==> src/rtl/data_store_queue_if.sv <==
// Store-request, operand-read and flush handshake bundle for data_store_queue.
// master = execute/write-back side driving stores and reads, slave = the queue.
interface data_store_queue_if #(
    parameter int DEPTH      = 4,
    parameter int ADDR_WIDTH = 4,
    parameter int DATA_WIDTH = 16
);
    logic                    wr_valid;
    logic                    wr_ready;
    logic [ADDR_WIDTH-1:0]   wr_address;
    logic [DATA_WIDTH-1:0]   wr_data;
    logic                    mem_hold;
    logic [ADDR_WIDTH-1:0]   rd_address;
    logic [DATA_WIDTH-1:0]   rd_data;
    logic                    flush;
    logic                    flush_done;
    logic [$clog2(DEPTH):0]  pending;

    modport master (
        output wr_valid, wr_address, wr_data, mem_hold, rd_address, flush,
        input  wr_ready, rd_data, flush_done, pending
    );

    modport slave (
        input  wr_valid, wr_address, wr_data, mem_hold, rd_address, flush,
        output wr_ready, rd_data, flush_done, pending
    );
endinterface

==> src/rtl/data_store_queue.sv <==
// In-order store queue retiring into a word-addressed data memory, with forwarded reads and flush drain.
// Optional macro DATA_STORE_PRELOAD_EN: reset loads the boot operand image instead of zeros.
module data_store_queue #(
    parameter int DEPTH      = 4,
    parameter int ADDR_WIDTH = 4,
    parameter int DATA_WIDTH = 16
) (
    input  logic                 clk,
    input  logic                 reset,
    data_store_queue_if.slave    bus
);
    localparam int PTR_W = $clog2(DEPTH);
    localparam int CNT_W = PTR_W + 1;
    localparam int WORDS = 2 ** ADDR_WIDTH;

    typedef enum logic [1:0] {
        ST_RUN,
        ST_DRAIN,
        ST_DONE
    } state_t;

`ifdef DATA_STORE_PRELOAD_EN
    function automatic logic [DATA_WIDTH-1:0] f_boot_word(input int unsigned idx);
        case (idx)
            0:       return DATA_WIDTH'(16'h000A);
            1:       return DATA_WIDTH'(16'h000F);
            2:       return DATA_WIDTH'(16'h0010);
            3:       return DATA_WIDTH'(16'h0008);
            4:       return DATA_WIDTH'(16'h00FF);
            5:       return DATA_WIDTH'(16'h000F);
            6:       return DATA_WIDTH'(16'h000A);
            default: return '0;
        endcase
    endfunction
`endif

    logic [ADDR_WIDTH-1:0] r_q_addr [DEPTH];
    logic [DATA_WIDTH-1:0] r_q_data [DEPTH];
    logic [DATA_WIDTH-1:0] r_mem    [WORDS];
    logic [PTR_W-1:0]      r_head;
    logic [PTR_W-1:0]      r_tail;
    logic [CNT_W-1:0]      r_count;
    state_t                r_state;
    logic                  r_flush_done;

    logic                  w_wr_ready;
    logic                  w_accept;
    logic                  w_retire;
    logic [PTR_W-1:0]      w_idx;
    logic [DATA_WIDTH-1:0] w_rd_data;

    // Readiness comes from registered state only, so a same-edge retire never admits an extra store.
    assign w_wr_ready = (r_state == ST_RUN) && (r_count < CNT_W'(DEPTH));
    assign w_accept   = bus.wr_valid && w_wr_ready;
    assign w_retire   = (r_count != '0) && !bus.mem_hold;

    // Entry storage needs no reset: occupancy alone decides which slots are live.
    always_ff @(posedge clk) begin
        if (w_accept) begin
            r_q_addr[r_tail] <= bus.wr_address;
            r_q_data[r_tail] <= bus.wr_data;
        end
    end

    always_ff @(posedge clk or posedge reset) begin
        if (reset) begin
            r_head       <= '0;
            r_tail       <= '0;
            r_count      <= '0;
            r_state      <= ST_RUN;
            r_flush_done <= 1'b0;
            for (int unsigned i = 0; i < WORDS; i++) begin
`ifdef DATA_STORE_PRELOAD_EN
                r_mem[i] <= f_boot_word(i);
`else
                r_mem[i] <= '0;
`endif
            end
        end else begin
            if (w_accept) begin
                r_tail <= r_tail + 1'b1;
            end
            if (w_retire) begin
                r_mem[r_q_addr[r_head]] <= r_q_data[r_head];
                r_head                  <= r_head + 1'b1;
            end
            r_count <= r_count + CNT_W'(w_accept) - CNT_W'(w_retire);

            // flush_done is raised one edge after entering DONE and only while flush is still held.
            case (r_state)
                ST_RUN: begin
                    r_flush_done <= 1'b0;
                    if (bus.flush) begin
                        r_state <= ST_DRAIN;
                    end
                end
                ST_DRAIN: begin
                    r_flush_done <= 1'b0;
                    if (r_count == '0) begin
                        r_state <= ST_DONE;
                    end
                end
                ST_DONE: begin
                    if (bus.flush) begin
                        r_flush_done <= 1'b1;
                    end else begin
                        r_flush_done <= 1'b0;
                        r_state      <= ST_RUN;
                    end
                end
                default: begin
                    r_flush_done <= 1'b0;
                    r_state      <= ST_RUN;
                end
            endcase
        end
    end

    // Walk oldest to youngest so the last match, the youngest store, wins.
    always_comb begin
        w_rd_data = r_mem[bus.rd_address];
        w_idx     = '0;
        for (int unsigned k = 0; k < DEPTH; k++) begin
            w_idx = r_head + PTR_W'(k);
            if ((CNT_W'(k) < r_count) && (r_q_addr[w_idx] == bus.rd_address)) begin
                w_rd_data = r_q_data[w_idx];
            end
        end
    end

    assign bus.wr_ready   = w_wr_ready;
    assign bus.rd_data    = w_rd_data;
    assign bus.flush_done = r_flush_done;
    assign bus.pending    = r_count;
endmodule

==> src/flat_wrapper.sv <==
// flat-port wrapper written by rule: the top's interface ports become plain ports
module data_store_queue_flat 
#(
    parameter int DEPTH      = 4,
    parameter int ADDR_WIDTH = 4,
    parameter int DATA_WIDTH = 16
)
  (clk, reset, bus_wr_valid, bus_wr_address, bus_wr_data, bus_mem_hold, bus_rd_address, bus_flush, bus_wr_ready, bus_rd_data, bus_flush_done, bus_pending);
  data_store_queue_if #(.DEPTH(DEPTH), .ADDR_WIDTH(ADDR_WIDTH), .DATA_WIDTH(DATA_WIDTH)) bus_i ();
  input  logic clk;
  input  logic reset;
  input wire logic [$bits(bus_i.wr_valid)-1:0] bus_wr_valid;
  input wire logic [$bits(bus_i.wr_address)-1:0] bus_wr_address;
  input wire logic [$bits(bus_i.wr_data)-1:0] bus_wr_data;
  input wire logic [$bits(bus_i.mem_hold)-1:0] bus_mem_hold;
  input wire logic [$bits(bus_i.rd_address)-1:0] bus_rd_address;
  input wire logic [$bits(bus_i.flush)-1:0] bus_flush;
  output wire logic [$bits(bus_i.wr_ready)-1:0] bus_wr_ready;
  output wire logic [$bits(bus_i.rd_data)-1:0] bus_rd_data;
  output wire logic [$bits(bus_i.flush_done)-1:0] bus_flush_done;
  output wire logic [$bits(bus_i.pending)-1:0] bus_pending;
  assign bus_i.wr_valid = bus_wr_valid;
  assign bus_i.wr_address = bus_wr_address;
  assign bus_i.wr_data = bus_wr_data;
  assign bus_i.mem_hold = bus_mem_hold;
  assign bus_i.rd_address = bus_rd_address;
  assign bus_i.flush = bus_flush;
  assign bus_wr_ready = bus_i.wr_ready;
  assign bus_rd_data = bus_i.rd_data;
  assign bus_flush_done = bus_i.flush_done;
  assign bus_pending = bus_i.pending;
  data_store_queue #(.DEPTH(DEPTH), .ADDR_WIDTH(ADDR_WIDTH), .DATA_WIDTH(DATA_WIDTH)) u_core (.clk(clk), .reset(reset), .bus(bus_i));
endmodule
==> config.mk <==
export PLATFORM = sky130hd
export DESIGN_NAME = data_store_queue_flat
export DESIGN_NICKNAME = d
export VERILOG_FILES = /design/src/rtl/data_store_queue_if.sv /design/src/rtl/data_store_queue.sv /design/src/flat_wrapper.sv
export SDC_FILE = /design/constraint.sdc
export NUM_CORES = 1
export LEC_CHECK = 0
export BUFFER_PORTS_ARGS = -buffer_cell sky130_fd_sc_hd__clkbuf_2
export CORE_MARGIN = 4
export CORE_UTILIZATION = 55
export CTS_BUF_LIST = sky130_fd_sc_hd__clkbuf_4 sky130_fd_sc_hd__clkbuf_8 sky130_fd_sc_hd__clkbuf_16
export DETAILED_ROUTE_END_ITERATION = 12
export GPL_ROUTABILITY_DRIVEN = 0
export PLACE_DENSITY = 0.72
export SYNTH_ARGS = -nofsm -noshare
export SYNTH_HDL_FRONTEND = slang
export SYNTH_SLANG_ARGS = --single-unit
==> constraint.sdc <==
create_clock -name clk -period 9.92 [get_ports clk]
set_clock_uncertainty 0.15 [all_clocks]
set_input_delay 1.488 -clock clk [delete_from_list [all_inputs] [get_ports clk]]
set_output_delay 1.488 -clock clk [all_outputs]
set_load 0.1 [all_outputs]
==> flow_metrics.env <==
export IMPL_tightestPinTransition_ns=1.323
export IMPL_dp_cells=1522
export IMPL_drive_gt1_frac=0.4534
export IMPL_clockBufferDepth=3
export IMPL_synth_area_sq_um=17330
export IMPL_setup_ws_ns=2.852
export IMPL_synthTopCellsByArea="dfrtp_1, mux2_2, edfxtp_1, mux4_2, mux2i_1"
export IMPL_syn2layout_area_growth_pct=10.04
export IMPL_numCtsBuffers=37
export IMPL_synthArstFlopShare=0.7688
export IMPL_core_rowCount=64
export IMPL_fin_cells=1587
export IMPL_synthTopCellsByCount="dfrtp_1, mux2_2, mux2i_1, mux4_2, edfxtp_1"
export IMPL_p_seq_frac=0.354
export IMPL_cts_setup_buffers=0
export IMPL_drt_vias_per_instance=6.372
export IMPL_worstSetupPathType="input port to output pin"
export IMPL_ff2ff_setup_slack_ns=5.53
export IMPL_switching_power_mw=2.583
export IMPL_reg2reg_from="u_core.r_head[1]"
export IMPL_port_buffers=49
export IMPL_m1WireLength_mm=17.02
export IMPL_drc_errors=0
export IMPL_die_w_um=185.5
export IMPL_topRoutingLayerUsed="met5"
export IMPL_worst_hold_slack_ns=0.3307
export IMPL_grt_pass1_vias=10459
export IMPL_ys_ff_latch=346
export IMPL_placed_cell_area_sq_um=17840
export IMPL_start_kind="input port"
export IMPL_start_util=0.5621
export IMPL_clkPwrFrac=0.207
export IMPL_antenna_cells=0
export IMPL_synth_yosys_seq_area_share=0.5228
export IMPL_postRouteAntennaNets=0
export IMPL_maxSlewViolCount=0
export IMPL_crit_arrival_ns=5.43
export IMPL_cts_root_buf="clkbuf_16"
export IMPL_hold_violations=0
export IMPL_peakVddDrop_v=0.0003264
export IMPL_cts_sinks=346
export IMPL_die_area_sq_um=34410
export IMPL_drt_iter0_drc=869
export IMPL_pin_count=50
export IMPL_syn_nets=1170
export IMPL_dr_pass1_iters=5
export IMPL_r2r_end="u_core.r_mem[60]"
export IMPL_fin_crit_ns=7.068
export IMPL_synth_ff_type="dfrtp_1"
export IMPL_p_comb_frac=0.439
export IMPL_leakage_nw=7.900
export IMPL_hold_buffers=0
export IMPL_cts_resized_gates=0
export IMPL_synth_top_area_cell="dfrtp_1"
export IMPL_hpwl_mm=24.54
export IMPL_syn_avg_cell_area_sq_um=15.31
export IMPL_vias=10112
export IMPL_worstSkewPairLatency_ns=0.52
export IMPL_grt_setup_unrepaired="no"
export IMPL_p_int_mw=4.079
export IMPL_yosysUniqueCellTypes=58
export IMPL_power_total_mw=6.662
export IMPL_synth_edff_count=80
export IMPL_run_status="complete, no violations"
export IMPL_die_height_um=185.5
export IMPL_wl_met3_mm=2.410
export IMPL_setup_viol=0
export IMPL_wl_per_cell_um=25.29
export IMPL_setup_tns_ns=0
export IMPL_synth_top_area_share=0.3841
export IMPL_grt_max_degree=136
export IMPL_wl_met2_mm=19.52
export IMPL_synth_most_common_cell="dfrtp_1"
export IMPL_p_per_area_nw_per_um2=349.4
export IMPL_swShare=0.3877
export IMPL_crit_end="bus_rd_data[7]"
export IMPL_final_area_sq_um=19070
export IMPL_hold_class="flop to flop"
export IMPL_fin_crit_sh=0.7125
export IMPL_grt_remaining_overflow=0
export IMPL_clk_pin_slew_ns=0.06
export IMPL_drv_cap=0
export IMPL_timing_slew_headroom=0.1182
export IMPL_num_fill_cells=2257
export IMPL_crit_path_end_kind="output pin"
export IMPL_routed_wl_mm=40.14
export IMPL_rr_worst_depth=7
export IMPL_grt_pass1_wl_mm=62.88
export IMPL_post_place_ws_ns=2.996
export IMPL_cp_startpoint="bus_rd_address[1]"
export IMPL_nNetsFinal=1203
export IMPL_ys_warn_count=0
export IMPL_core_area_sq_um=30830
export IMPL_synthCells=1132
export IMPL_fmax_mhz=141.5
export IMPL_cts_tree="done"
export IMPL_grt_util_all_layers=0.2407
export IMPL_utilization=0.6185
export IMPL_antenna_found_initial=2
export IMPL_htreeDepth=2
export IMPL_worst_ep_required_time_ns=8.28
export IMPL_crit_fanout=44
## state kept, by name (all words and copies together) (netlist names)
| register | count |
|---|---|
| u_core.r_state | 2 |
| u_core.bus.flush_done | 1 |
| u_core.r_head | 2 |
| u_core.r_q_addr | 16 |
| u_core.r_mem | 256 |
| u_core.bus.pending | 3 |
| u_core.r_tail | 2 |
| u_core.r_q_data | 64 |
## worst min path at each step
stage / slack (ns) / cells after the start / startpoint / to
final: 0.33 / 1 / u_core.r_mem[193] / u_core.r_mem[193]
after CTS: 0.34 / 1 / u_core.r_mem[194] / u_core.r_mem[194]
after detailed placement: 0.32 / 1 / u_core.r_mem[201] / u_core.r_mem[201]
after global placement: 0.31 / 1 / u_core.r_mem[200] / u_core.r_mem[200]
after floorplan: 0.30 / 1 / u_core.r_state[1] / u_core.r_state[0]
after global routing: 0.35 / 1 / u_core.r_mem[5] / u_core.r_mem[5]
## routing by layer
metal / GRT usage / vias to the layer above
met5: 0 / -
met1: 0.3395 / 5323
li1: - / 4388
met2: 0.3862 / 315
met3: 0.03909 / 82
met4: 0.08221 / 4
## cells in the final DEF, fill, tap and decap left out, types with 3 or more instances in the layout
master / n
nand4_1: 15
xnor2_1: 12
clkinv_2: 6
clkbuf_8: 8
clkbuf_2: 47
mux2_4: 11
clkbuf_16: 39
mux4_2: 86
nor3_4: 3
clkbuf_4: 10
mux2i_4: 4
o22ai_1: 16
xor2_1: 10
a21oi_1: 34
nand2_1: 7
mux2i_2: 3
ha_1: 8
o211ai_1: 16
nand3_2: 4
nor2_1: 39
a21oi_4: 3
edfxtp_1: 80
dfrtp_1: 264
a2bb2oi_1: 16
mux2_2: 251
and3_1: 5
nand2_2: 7
buf_4: 34
mux2i_1: 86
inv_1: 9
mux2_1: 14
nand3_1: 5
## power groups by stage
stage | registers (mW) | clock network, mW | logic, mW
2_1_floorplan | 2.27 | 0 | 2.40
3_3_place_gp | 2.35 | 0 | 2.88
3_5_place_dp | 2.37 | 0 | 2.93
4_1_cts | 2.35 | 1.41 | 2.94
5_1_grt | 2.42 | 1.46 | 3.12
6_report | 2.36 | 1.38 | 2.93
## cells by family (layout without fill, tap and decap cells)
group,after synthesis,after routing,synth area share
xor gates and xnor gates,22,22,0.01112
adders and majority gates,9,9,0.006932
and+or+nand+nor,107,107,0.03813
buffers and inverters,98,157,0.03127
AOI/OAI and AO/OA,95,95,0.03899
muxes,455,455,0.3508
DFF,346,346,0.5228
## final cells by class
class | instances | area [sq um] | area share
Timing Repair Buffer | 81 | 490.5 | 0.02572
Multi-Input combinational cell | 688 | 7736 | 0.4057
Sequential cell | 346 | 9066 | 0.4755
Clock buffer | 57 | 1161 | 0.06090
Tap cell | 396 | 495.5 | 0.02599
Clock inverter | 8 | 68.82 | 0.003609
Inverter | 11 | 48.80 | 0.002559
## critical path: stages
cell	delay, ns
buf_4	0.54
buf_4	0.48
xor2_1	0.12
nand3_1	0.72
a21o_2	0.54
nand3_2	0.47
o211ai_1	0.49
clkbuf_2	0.53
No activity file was read; power rests on OpenSTA's default activity.
